$ cat src/rtl/vscale_hasti_arbiter_if.sv
// HASTI (AHB-lite) bus bundle: one address/data channel between a bus master
// and a bus slave. The arbiter is the slave on each core port and the master on the SRAM port.
`ifndef HASTI_ADDR_WIDTH
`define HASTI_ADDR_WIDTH 32
`endif
`ifndef HASTI_BUS_WIDTH
`define HASTI_BUS_WIDTH 32
`endif
`ifndef HASTI_SIZE_WIDTH
`define HASTI_SIZE_WIDTH 3
`endif
`ifndef HASTI_BURST_WIDTH
`define HASTI_BURST_WIDTH 3
`endif
`ifndef HASTI_PROT_WIDTH
`define HASTI_PROT_WIDTH 4
`endif
`ifndef HASTI_TRANS_WIDTH
`define HASTI_TRANS_WIDTH 2
`endif
`ifndef HASTI_RESP_WIDTH
`define HASTI_RESP_WIDTH 1
`endif

interface vscale_hasti_arbiter_if;
  logic [`HASTI_ADDR_WIDTH-1:0]  haddr;
  logic                          hwrite;
  logic [`HASTI_SIZE_WIDTH-1:0]  hsize;
  logic [`HASTI_BURST_WIDTH-1:0] hburst;
  logic                          hmastlock;
  logic [`HASTI_PROT_WIDTH-1:0]  hprot;
  logic [`HASTI_TRANS_WIDTH-1:0] htrans;
  logic [`HASTI_BUS_WIDTH-1:0]   hwdata;
  logic [`HASTI_BUS_WIDTH-1:0]   hrdata;
  logic                          hready;
  logic [`HASTI_RESP_WIDTH-1:0]  hresp;

  modport master (
    output haddr, hwrite, hsize, hburst, hmastlock, hprot, htrans, hwdata,
    input  hrdata, hready, hresp
  );

  modport slave (
    input  haddr, hwrite, hsize, hburst, hmastlock, hprot, htrans, hwdata,
    output hrdata, hready, hresp
  );
endinterface

$ cat src/rtl/vscale_hasti_arbiter.sv
// Two-master / one-slave HASTI arbiter: round-robin address-phase grant with
// hmastlock support; losers are stalled through hready, nothing is buffered.
`ifndef HASTI_ADDR_WIDTH
`define HASTI_ADDR_WIDTH 32
`endif
`ifndef HASTI_TRANS_WIDTH
`define HASTI_TRANS_WIDTH 2
`endif
`ifndef HASTI_RESP_WIDTH
`define HASTI_RESP_WIDTH 1
`endif

module vscale_hasti_arbiter #(
  parameter logic INIT_PRIO = 1'b0
) (
  input  logic                   hclk,
  input  logic                   reset,
  vscale_hasti_arbiter_if.slave  m0,
  vscale_hasti_arbiter_if.slave  m1,
  vscale_hasti_arbiter_if.master s
);

  localparam logic [`HASTI_TRANS_WIDTH-1:0] HTRANS_IDLE   = 2'b00;
  localparam logic [`HASTI_TRANS_WIDTH-1:0] HTRANS_NONSEQ = 2'b10;
  localparam logic [`HASTI_TRANS_WIDTH-1:0] HTRANS_SEQ    = 2'b11;
  localparam logic [`HASTI_RESP_WIDTH-1:0]  HRESP_OKAY    = '0;

  logic dp_valid_reg;
  logic dp_owner_reg;
  logic prio_reg;
  logic locked_reg;
  logic lock_owner_reg;

  logic [1:0] req;
  logic [1:0] lock_req;
  logic       lock_hold;
  logic       grant_valid;
  logic       grant_id;

  // vscale only issues single transfers, so SEQ is just another new request.
  assign req[0] = (m0.htrans == HTRANS_NONSEQ) || (m0.htrans == HTRANS_SEQ);
  assign req[1] = (m1.htrans == HTRANS_NONSEQ) || (m1.htrans == HTRANS_SEQ);
  assign lock_req = {m1.hmastlock, m0.hmastlock};

  // A lock only excludes the other master while its owner keeps issuing locked
  // requests; the cycle the owner goes idle or unlocks, normal arbitration resumes.
  assign lock_hold = locked_reg && req[lock_owner_reg] && lock_req[lock_owner_reg];

  always_comb begin
    grant_valid = 1'b0;
    grant_id    = 1'b0;
    if (!reset && s.hready) begin
      if (lock_hold) begin
        grant_valid = 1'b1;
        grant_id    = lock_owner_reg;
      end else if (&req) begin
        grant_valid = 1'b1;
        grant_id    = prio_reg;
      end else if (req[0]) begin
        grant_valid = 1'b1;
        grant_id    = 1'b0;
      end else if (req[1]) begin
        grant_valid = 1'b1;
        grant_id    = 1'b1;
      end
    end
  end

  assign s.haddr     = grant_id ? m1.haddr     : m0.haddr;
  assign s.hwrite    = grant_id ? m1.hwrite    : m0.hwrite;
  assign s.hsize     = grant_id ? m1.hsize     : m0.hsize;
  assign s.hburst    = grant_id ? m1.hburst    : m0.hburst;
  assign s.hmastlock = grant_id ? m1.hmastlock : m0.hmastlock;
  assign s.hprot     = grant_id ? m1.hprot     : m0.hprot;
  assign s.htrans    = grant_valid ? HTRANS_NONSEQ : HTRANS_IDLE;
  assign s.hwdata    = dp_owner_reg ? m1.hwdata : m0.hwdata;

  always_ff @(posedge hclk or posedge reset) begin
    if (reset) begin
      dp_valid_reg   <= 1'b0;
      dp_owner_reg   <= 1'b0;
      prio_reg       <= INIT_PRIO;
      locked_reg     <= 1'b0;
      lock_owner_reg <= 1'b0;
    end else if (s.hready) begin
      dp_valid_reg <= grant_valid;
      dp_owner_reg <= grant_id;
      locked_reg   <= grant_valid && lock_req[grant_id];
      if (grant_valid) begin
        prio_reg       <= ~grant_id;
        lock_owner_reg <= grant_id;
      end
    end
  end

  logic [1:0]                    hready_vec;
  logic [`HASTI_RESP_WIDTH-1:0]  hresp_vec [2];

  generate
    for (genvar gi = 0; gi < 2; gi++) begin : g_ret
      logic own_dp;
      logic granted;
      logic dp_ok;
      assign own_dp  = dp_valid_reg && (dp_owner_reg == 1'(gi));
      assign granted = grant_valid && (grant_id == 1'(gi));
      assign dp_ok   = own_dp ? s.hready : 1'b1;
      assign hready_vec[gi] = reset || (dp_ok && !(req[gi] && !granted));
      assign hresp_vec[gi]  = (own_dp && !reset) ? s.hresp : HRESP_OKAY;
    end
  endgenerate

  assign m0.hrdata = s.hrdata;
  assign m1.hrdata = s.hrdata;
  assign m0.hready = hready_vec[0];
  assign m1.hready = hready_vec[1];
  assign m0.hresp  = hresp_vec[0];
  assign m1.hresp  = hresp_vec[1];

endmodule
$ cat src/flat_wrapper.sv
// flat-port wrapper written by rule: the top's interface ports become plain ports
module vscale_hasti_arbiter_flat 
#(
  parameter logic INIT_PRIO = 1'b0
)
  (hclk, reset, m0_haddr, m0_hwrite, m0_hsize, m0_hburst, m0_hmastlock, m0_hprot, m0_htrans, m0_hwdata, m0_hrdata, m0_hready, m0_hresp, m1_haddr, m1_hwrite, m1_hsize, m1_hburst, m1_hmastlock, m1_hprot, m1_htrans, m1_hwdata, m1_hrdata, m1_hready, m1_hresp, s_haddr, s_hwrite, s_hsize, s_hburst, s_hmastlock, s_hprot, s_htrans, s_hwdata, s_hrdata, s_hready, s_hresp);
  vscale_hasti_arbiter_if m0_i ();
  vscale_hasti_arbiter_if m1_i ();
  vscale_hasti_arbiter_if s_i ();
  input  logic hclk;
  input  logic reset;
  input wire logic [$bits(m0_i.haddr)-1:0] m0_haddr;
  input wire logic [$bits(m0_i.hwrite)-1:0] m0_hwrite;
  input wire logic [$bits(m0_i.hsize)-1:0] m0_hsize;
  input wire logic [$bits(m0_i.hburst)-1:0] m0_hburst;
  input wire logic [$bits(m0_i.hmastlock)-1:0] m0_hmastlock;
  input wire logic [$bits(m0_i.hprot)-1:0] m0_hprot;
  input wire logic [$bits(m0_i.htrans)-1:0] m0_htrans;
  input wire logic [$bits(m0_i.hwdata)-1:0] m0_hwdata;
  output wire logic [$bits(m0_i.hrdata)-1:0] m0_hrdata;
  output wire logic [$bits(m0_i.hready)-1:0] m0_hready;
  output wire logic [$bits(m0_i.hresp)-1:0] m0_hresp;
  input wire logic [$bits(m1_i.haddr)-1:0] m1_haddr;
  input wire logic [$bits(m1_i.hwrite)-1:0] m1_hwrite;
  input wire logic [$bits(m1_i.hsize)-1:0] m1_hsize;
  input wire logic [$bits(m1_i.hburst)-1:0] m1_hburst;
  input wire logic [$bits(m1_i.hmastlock)-1:0] m1_hmastlock;
  input wire logic [$bits(m1_i.hprot)-1:0] m1_hprot;
  input wire logic [$bits(m1_i.htrans)-1:0] m1_htrans;
  input wire logic [$bits(m1_i.hwdata)-1:0] m1_hwdata;
  output wire logic [$bits(m1_i.hrdata)-1:0] m1_hrdata;
  output wire logic [$bits(m1_i.hready)-1:0] m1_hready;
  output wire logic [$bits(m1_i.hresp)-1:0] m1_hresp;
  output wire logic [$bits(s_i.haddr)-1:0] s_haddr;
  output wire logic [$bits(s_i.hwrite)-1:0] s_hwrite;
  output wire logic [$bits(s_i.hsize)-1:0] s_hsize;
  output wire logic [$bits(s_i.hburst)-1:0] s_hburst;
  output wire logic [$bits(s_i.hmastlock)-1:0] s_hmastlock;
  output wire logic [$bits(s_i.hprot)-1:0] s_hprot;
  output wire logic [$bits(s_i.htrans)-1:0] s_htrans;
  output wire logic [$bits(s_i.hwdata)-1:0] s_hwdata;
  input wire logic [$bits(s_i.hrdata)-1:0] s_hrdata;
  input wire logic [$bits(s_i.hready)-1:0] s_hready;
  input wire logic [$bits(s_i.hresp)-1:0] s_hresp;
  assign m0_i.haddr = m0_haddr;
  assign m0_i.hwrite = m0_hwrite;
  assign m0_i.hsize = m0_hsize;
  assign m0_i.hburst = m0_hburst;
  assign m0_i.hmastlock = m0_hmastlock;
  assign m0_i.hprot = m0_hprot;
  assign m0_i.htrans = m0_htrans;
  assign m0_i.hwdata = m0_hwdata;
  assign m0_hrdata = m0_i.hrdata;
  assign m0_hready = m0_i.hready;
  assign m0_hresp = m0_i.hresp;
  assign m1_i.haddr = m1_haddr;
  assign m1_i.hwrite = m1_hwrite;
  assign m1_i.hsize = m1_hsize;
  assign m1_i.hburst = m1_hburst;
  assign m1_i.hmastlock = m1_hmastlock;
  assign m1_i.hprot = m1_hprot;
  assign m1_i.htrans = m1_htrans;
  assign m1_i.hwdata = m1_hwdata;
  assign m1_hrdata = m1_i.hrdata;
  assign m1_hready = m1_i.hready;
  assign m1_hresp = m1_i.hresp;
  assign s_haddr = s_i.haddr;
  assign s_hwrite = s_i.hwrite;
  assign s_hsize = s_i.hsize;
  assign s_hburst = s_i.hburst;
  assign s_hmastlock = s_i.hmastlock;
  assign s_hprot = s_i.hprot;
  assign s_htrans = s_i.htrans;
  assign s_hwdata = s_i.hwdata;
  assign s_i.hrdata = s_hrdata;
  assign s_i.hready = s_hready;
  assign s_i.hresp = s_hresp;
  vscale_hasti_arbiter #(.INIT_PRIO(INIT_PRIO)) u_core (.hclk(hclk), .reset(reset), .m0(m0_i), .m1(m1_i), .s(s_i));
endmodule
$ cat config.mk
export PLATFORM = sky130hd
export DESIGN_NAME = vscale_hasti_arbiter_flat
export DESIGN_NICKNAME = d
export VERILOG_FILES = /design/src/rtl/vscale_hasti_arbiter_if.sv /design/src/rtl/vscale_hasti_arbiter.sv /design/src/flat_wrapper.sv
export SDC_FILE = /design/constraint.sdc
export NUM_CORES = 1
export LEC_CHECK = 0
export ABC_AREA = 1
export ABC_CLOCK_PERIOD_IN_PS = 2000
export CAP_MARGIN = 20
export CORE_AREA = 2 2 132 134
export DETAILED_ROUTE_END_ITERATION = 8
export DIE_AREA = 0 0 134 136
export PLACE_DENSITY = 0.59
export SYNTH_ARGS = -nofsm -noshare
export SYNTH_HDL_FRONTEND = slang
export SYNTH_SLANG_ARGS = --single-unit
$ cat constraint.sdc
create_clock -name hclk -period 2 [get_ports hclk]
set_input_delay 0.3 -clock hclk [delete_from_list [all_inputs] [get_ports hclk]]
set_output_delay 0.3 -clock hclk [all_outputs]
set_load 0.005 [all_outputs]
### Yosys cells after proc, flatten, opt, wreduce, memory -nomap -nowiden

Cells that the tools add are included.
Widths: inputs -> output; s select.

| storage, ports and cells | value |
|---|---|
| input port bits | 192 |
| flip-flop bits (word level) | 5 |
| word-level logic and storage cells | 64 |
| output and inout port bits | 146 |

| operators by class | value |
|---|---|
| reduce and logical (&&, ||, !) cells | 25 |
| bitwise operators | 2 |
| equal/unequal tests | 4 |
| mux-type cells | 26 |
| $lt $le $gt $ge | 2 |

Operators by type and width:

| kind | count |
|---|---|
| $mux 32 | 2 |
| $mux 1 | 20 |
| $logic_and 1x1->1 | 14 |
| $eq 2x2->1 const B | 4 |
| $mux 3 | 2 |
| $logic_not 1->1 | 5 |
| $logic_or 1x1->1 | 4 |
| $lt 1x2->1 const B | 2 |
| $mux 4 | 1 |
| $reduce_and 2->1 | 2 |
| $mux 2 | 1 |
| $not 1->1 | 2 |

### Depth between registers and ports, before layout

| logic depth | value |
|---|---|
| depth in word-level cells | 15 |
| depth in mapped cells | 10 |
| gate-level depth less buffers | 10 |

### Worst setup path before layout

Ideal clock, no wire load.

| timing path | value |
|---|---|
| path type | register -> output |
| start | register u_core.lock_owner_reg |
| end | output port s_hmastlock |
| slack | 517 ps |
| required time | 1700 ps |
| arrival | 1183 ps |
| buffers on the path | 1 |
| cell stages (with the launch flop) | 10 |
| path through | dfrtp_1 inv_1 nand3_1 nand2_2 nand2_2 nand2_4 nand3_4 buf_6 nand2_2 and2_1 |

| on the way | value |
|---|---|
| word-level cells in the longest chain between the ends | 7 |
| elaborated cells on any way between the ends | 9 |
| classes of those cells | mux: 7; reduce/logical: 2 |

RTL lines:

| element | line | source |
|---|---|---|
| from (decl) | vscale_hasti_arbiter.sv:32 | `logic lock_owner_reg;` |
| from (signal assigned) | vscale_hasti_arbiter.sv:91 | `lock_owner_reg <= grant_id;` |
| $mux 1 (not written as such) (2 in a row) | vscale_hasti_arbiter.sv:47 | `assign lock_hold = locked_reg && req[lock_owner_reg] && lock_req[lock_owner_reg];` |
| $logic_and 1x1->1 (2 in a row) | vscale_hasti_arbiter.sv:47 |  |
| $mux 1 (*) | vscale_hasti_arbiter.sv:53 | `if (lock_hold) begin` |
| $mux 1 (*) | vscale_hasti_arbiter.sv:52 | `if (!reset && s.hready) begin` |
| $mux 1 (*) | vscale_hasti_arbiter.sv:73 | `assign s.hmastlock = grant_id ? m1.hmastlock : m0.hmastlock;` |
| to (decl) | flat_wrapper.sv:38 | `output wire logic [$bits(s_i.hmastlock)-1:0] s_hmastlock;` |

Every way passes the cells marked *; elsewhere a longest branch is shown, timed or not. The select of a mux whose other input is x is not followed.

### Final worst setup path

| timing path | value |
|---|---|
| start | register u_core.lock_owner_reg |
| end | output port s_haddr[19] |

| on the way | value |
|---|---|
| word-level cells in the longest chain between the ends | 7 |
| elaborated cells on any way between the ends | 9 |
| classes of those cells | mux: 7; reduce/logical: 2 |

RTL lines:

| element | line | source |
|---|---|---|
| $mux 1 (not written as such) (2 in a row) | vscale_hasti_arbiter.sv:47 |  |
| $logic_and 1x1->1 (2 in a row) | vscale_hasti_arbiter.sv:47 |  |
| $mux 1 (*) | vscale_hasti_arbiter.sv:53 |  |
| $mux 1 (*) | vscale_hasti_arbiter.sv:52 |  |
| $mux 32 (*) | vscale_hasti_arbiter.sv:69 | `assign s.haddr = grant_id ? m1.haddr : m0.haddr;` |
| to (decl) | flat_wrapper.sv:34 | `output wire logic [$bits(s_i.haddr)-1:0] s_haddr;` |

Marked as above.

==> results.sh <==
export IMPL_synth_cells=356
export IMPL_grt_overflow=0
export IMPL_clkTransAtPathRegs_ns=0.03
export IMPL_worstSkewPairLatency_ns=0.22
export IMPL_yosysWarnings=0
export IMPL_drv_slew=0
export IMPL_row_count=48
export IMPL_seq_area_frac_synth_pct=6.72
export IMPL_dp_hpwl_um=7070
export IMPL_slowest_delay_ns=0.39
export IMPL_worst_ep_required_time_ns=1.70
export IMPL_crit_family="buffers and inverters"
export IMPL_dr_wl_met2_um=4640
export IMPL_p_per_area_nw_per_um2=334
export IMPL_first_pass_iters=4
export IMPL_vias=2852
export IMPL_hp_class="in -> reg"
export IMPL_wl_met1_um=3560
export IMPL_wl_met3_um=1340
export IMPL_path_cells="inv_2 > buf_4 > buf_4 > nand3_4 > nand3_4 > buf_12 > buf_12 > clkbuf_16 > nand2_2 > o21ai_1 > buf_2"
export IMPL_irDropWorstVdd_mv=0.171
export IMPL_hold_viol=0
export IMPL_async_flop_share_pct=100
export IMPL_setup_ws_ns=-0.135
export IMPL_die_area_um2=18200
export IMPL_vias_per_cell=3.59
export IMPL_synth_avg_cell_area_um2=5.23
export IMPL_ys_ff_latch=5
export IMPL_cts_buffers=3
export IMPL_crit_path_end_kind="output pin"
export IMPL_synth_nets=548
export IMPL_status="finished, violations left"
export IMPL_core_um2=16900
export IMPL_crit_type="reg -> out"
export IMPL_routedWlPerCell_um=12.2
export IMPL_worstPathArrival_ns=1.84
export IMPL_start_util_pct=11.0
export IMPL_area_growth_pct=151
export IMPL_fin_worst_skew_ns=0.000121
export IMPL_place_gp_congestion=0.765
export IMPL_finalCriticalPeriod_ns=2.14
export IMPL_crit_path_max_fanout=5
export IMPL_grt_total_usage_pct=9.33
export IMPL_die_x_um=134
export IMPL_path_buf_inv=7
export IMPL_start_kind="flop"
export IMPL_wl_um=9710
export IMPL_yosysUniqueCellTypes=20
export IMPL_power_leakage_uw=0.00230
export IMPL_final_layout_size_suffix_gt1_share_pct=29.2
export IMPL_port_buffers=238
export IMPL_drcViolationCount=0
export IMPL_tns_ns=-3.23
export IMPL_stdcell_count=794
export IMPL_grt_max_degree=36
export IMPL_antenna_left=0
export IMPL_drt_iter0_drc=69
export IMPL_top_layer_used="met4"
export IMPL_cts_sinks=5
export IMPL_dp_cells=758
export IMPL_cts_hold_buf=0
export IMPL_clock_path_buffers=2
export IMPL_synth_flop_cell="dfrtp_1"
export IMPL_rsz0062_at_grt="true"
export IMPL_fin_area_um2=4670
export IMPL_finalNetCount=761
export IMPL_cts_tree="done"
export IMPL_critPathSlowestCell="dfrtp_1"
export IMPL_antenna_found_initial=1
export IMPL_cap_violations=0
export IMPL_grt_pass1_wl_um=13800
export IMPL_synth_edf_count=0
export IMPL_setup_violations=41
export IMPL_fin_total_pwr_uw=1560
export IMPL_r2r_setup_slack_ns=0.38
export IMPL_grt_pass1_vias=2723
export IMPL_place_area_um2=4090
export IMPL_h_tree_depth=1
export IMPL_finalCritPeriodShare_pct=107
export IMPL_failed_checks="negative setup slack"
export IMPL_ios=338
export IMPL_die_height_um=136
export IMPL_max_clock_freq_ghz=0.468
export IMPL_whs_ns=0.472
export IMPL_syn_cell_area_um2=1860
export IMPL_clock_root_buffer="clkbuf_16"
==> power breakdown <==
group          leakage [uW]  switching, uW  internal [uW]
Sequential        0.0000614           14.1            115
Combinational       0.00220            409            698
Clock             0.0000382           60.3            264
==> worst register-to-register path: cells and delay by family (launching register included) <==
family | cells | cell delay (ns)
buf+inv | 5 | 0.54
simple gates | 7 | 0.55
flops | 1 | 0.40
==> metrics by stage <==
stage | util [%] | setup slack [ns]
floorplan | - | 0.517
global placement | 24.3 | -0.492
detailed placement | 24.3 | -0.516
CTS | 26.7 | -0.196
global route | 27.7 | -0.210
finish | 27.7 | -0.135
==> cells in the final DEF (no fill, tap or decap), types with 2 or more instances in the layout <==
| master | instances |
|---|---|
| nand2_4 | 10 |
| dlygate4sd2_1 | 7 |
| inv_1 | 50 |
| buf_2 | 45 |
| nand3_1 | 4 |
| o21ai_0 | 3 |
| buf_8 | 4 |
| dfrtp_1 | 4 |
| o21ai_1 | 25 |
| buf_12 | 8 |
| buf_6 | 17 |
| nand2_2 | 26 |
| clkdlybuf4s50_1 | 184 |
| o21ai_2 | 19 |
| inv_2 | 2 |
| clkbuf_16 | 5 |
| nand3_4 | 3 |
| buf_16 | 3 |
| buf_4 | 17 |
| nand2_1 | 120 |
==> synth_stat cells, types with 2 or more instances <==
master    instances  area, um2
nand2_1         152        571
buf_4            69        518
inv_1            52        195
o21ai_1          43        215
buf_6             6       67.6
clkbuf_1          6       22.5
dfrtp_1           5        125
nand3_1           5       25.0
o21ai_0           4       20.0
nand2_2           3       18.8
nor4_1            2       12.5
==> metal layers <==
layer  up-vias  track usage (%)
met5         -                0
met4         0             2.30
met3        19             4.18
met2       199             15.8
met1      1203             10.7
li1       1431                -
==> what timing repair did <==
| action | in CTS | in global routing |
|---|---|---|
| cloned | 8 | 2 |
| setup buffers | 18 | 6 |
| endpoints found under the setup margin | 55 | 56 |
| pin swaps | 10 | 7 |
| resized for setup | 254 | 43 |
==> path summary, 6_finish.rpt <==
path                                                        start                         endpoint  cells past startpoint
worst max-delay path            u_core.lock_owner_reg$_DFFE_PP0P_                      s_haddr[19]                     11
worst min-delay path                                     s_hready  u_core.dp_valid_reg$_DFFE_PP0P_                      2
worst max register to register  u_core.lock_owner_reg$_DFFE_PP0P_    u_core.locked_reg$_DFFE_PP0P_                     12
worst min register to register      u_core.locked_reg$_DFFE_PP0P_    u_core.locked_reg$_DFFE_PP0P_                      2
max in group asynchronous                                   reset  u_core.dp_owner_reg$_DFFE_PP0P_                      4
min in group asynchronous                                   reset  u_core.dp_owner_reg$_DFFE_PP0P_                      4
==> cells by family after synthesis <==
group,after synthesis,synth area share [%]
AO/OA/AOI/OAI,47,12.6
buffers and inverters,135,43.6
flip-flops,5,6.72
other,1,0.202
AND/OR/NAND/NOR,168,36.8
==> final cells by class <==
cell class | count | area (um2)
Inverter | 53 | 201
Fill cell | 1872 | 12200
Multi-Input combinational cell | 217 | 1160
Tap cell | 225 | 282
Timing Repair Buffer | 289 | 2820
Clock buffer | 4 | 78.8
Sequential cell | 5 | 126
Antenna cell | 1 | 2.50
Power figures use the tool's default switching activity.
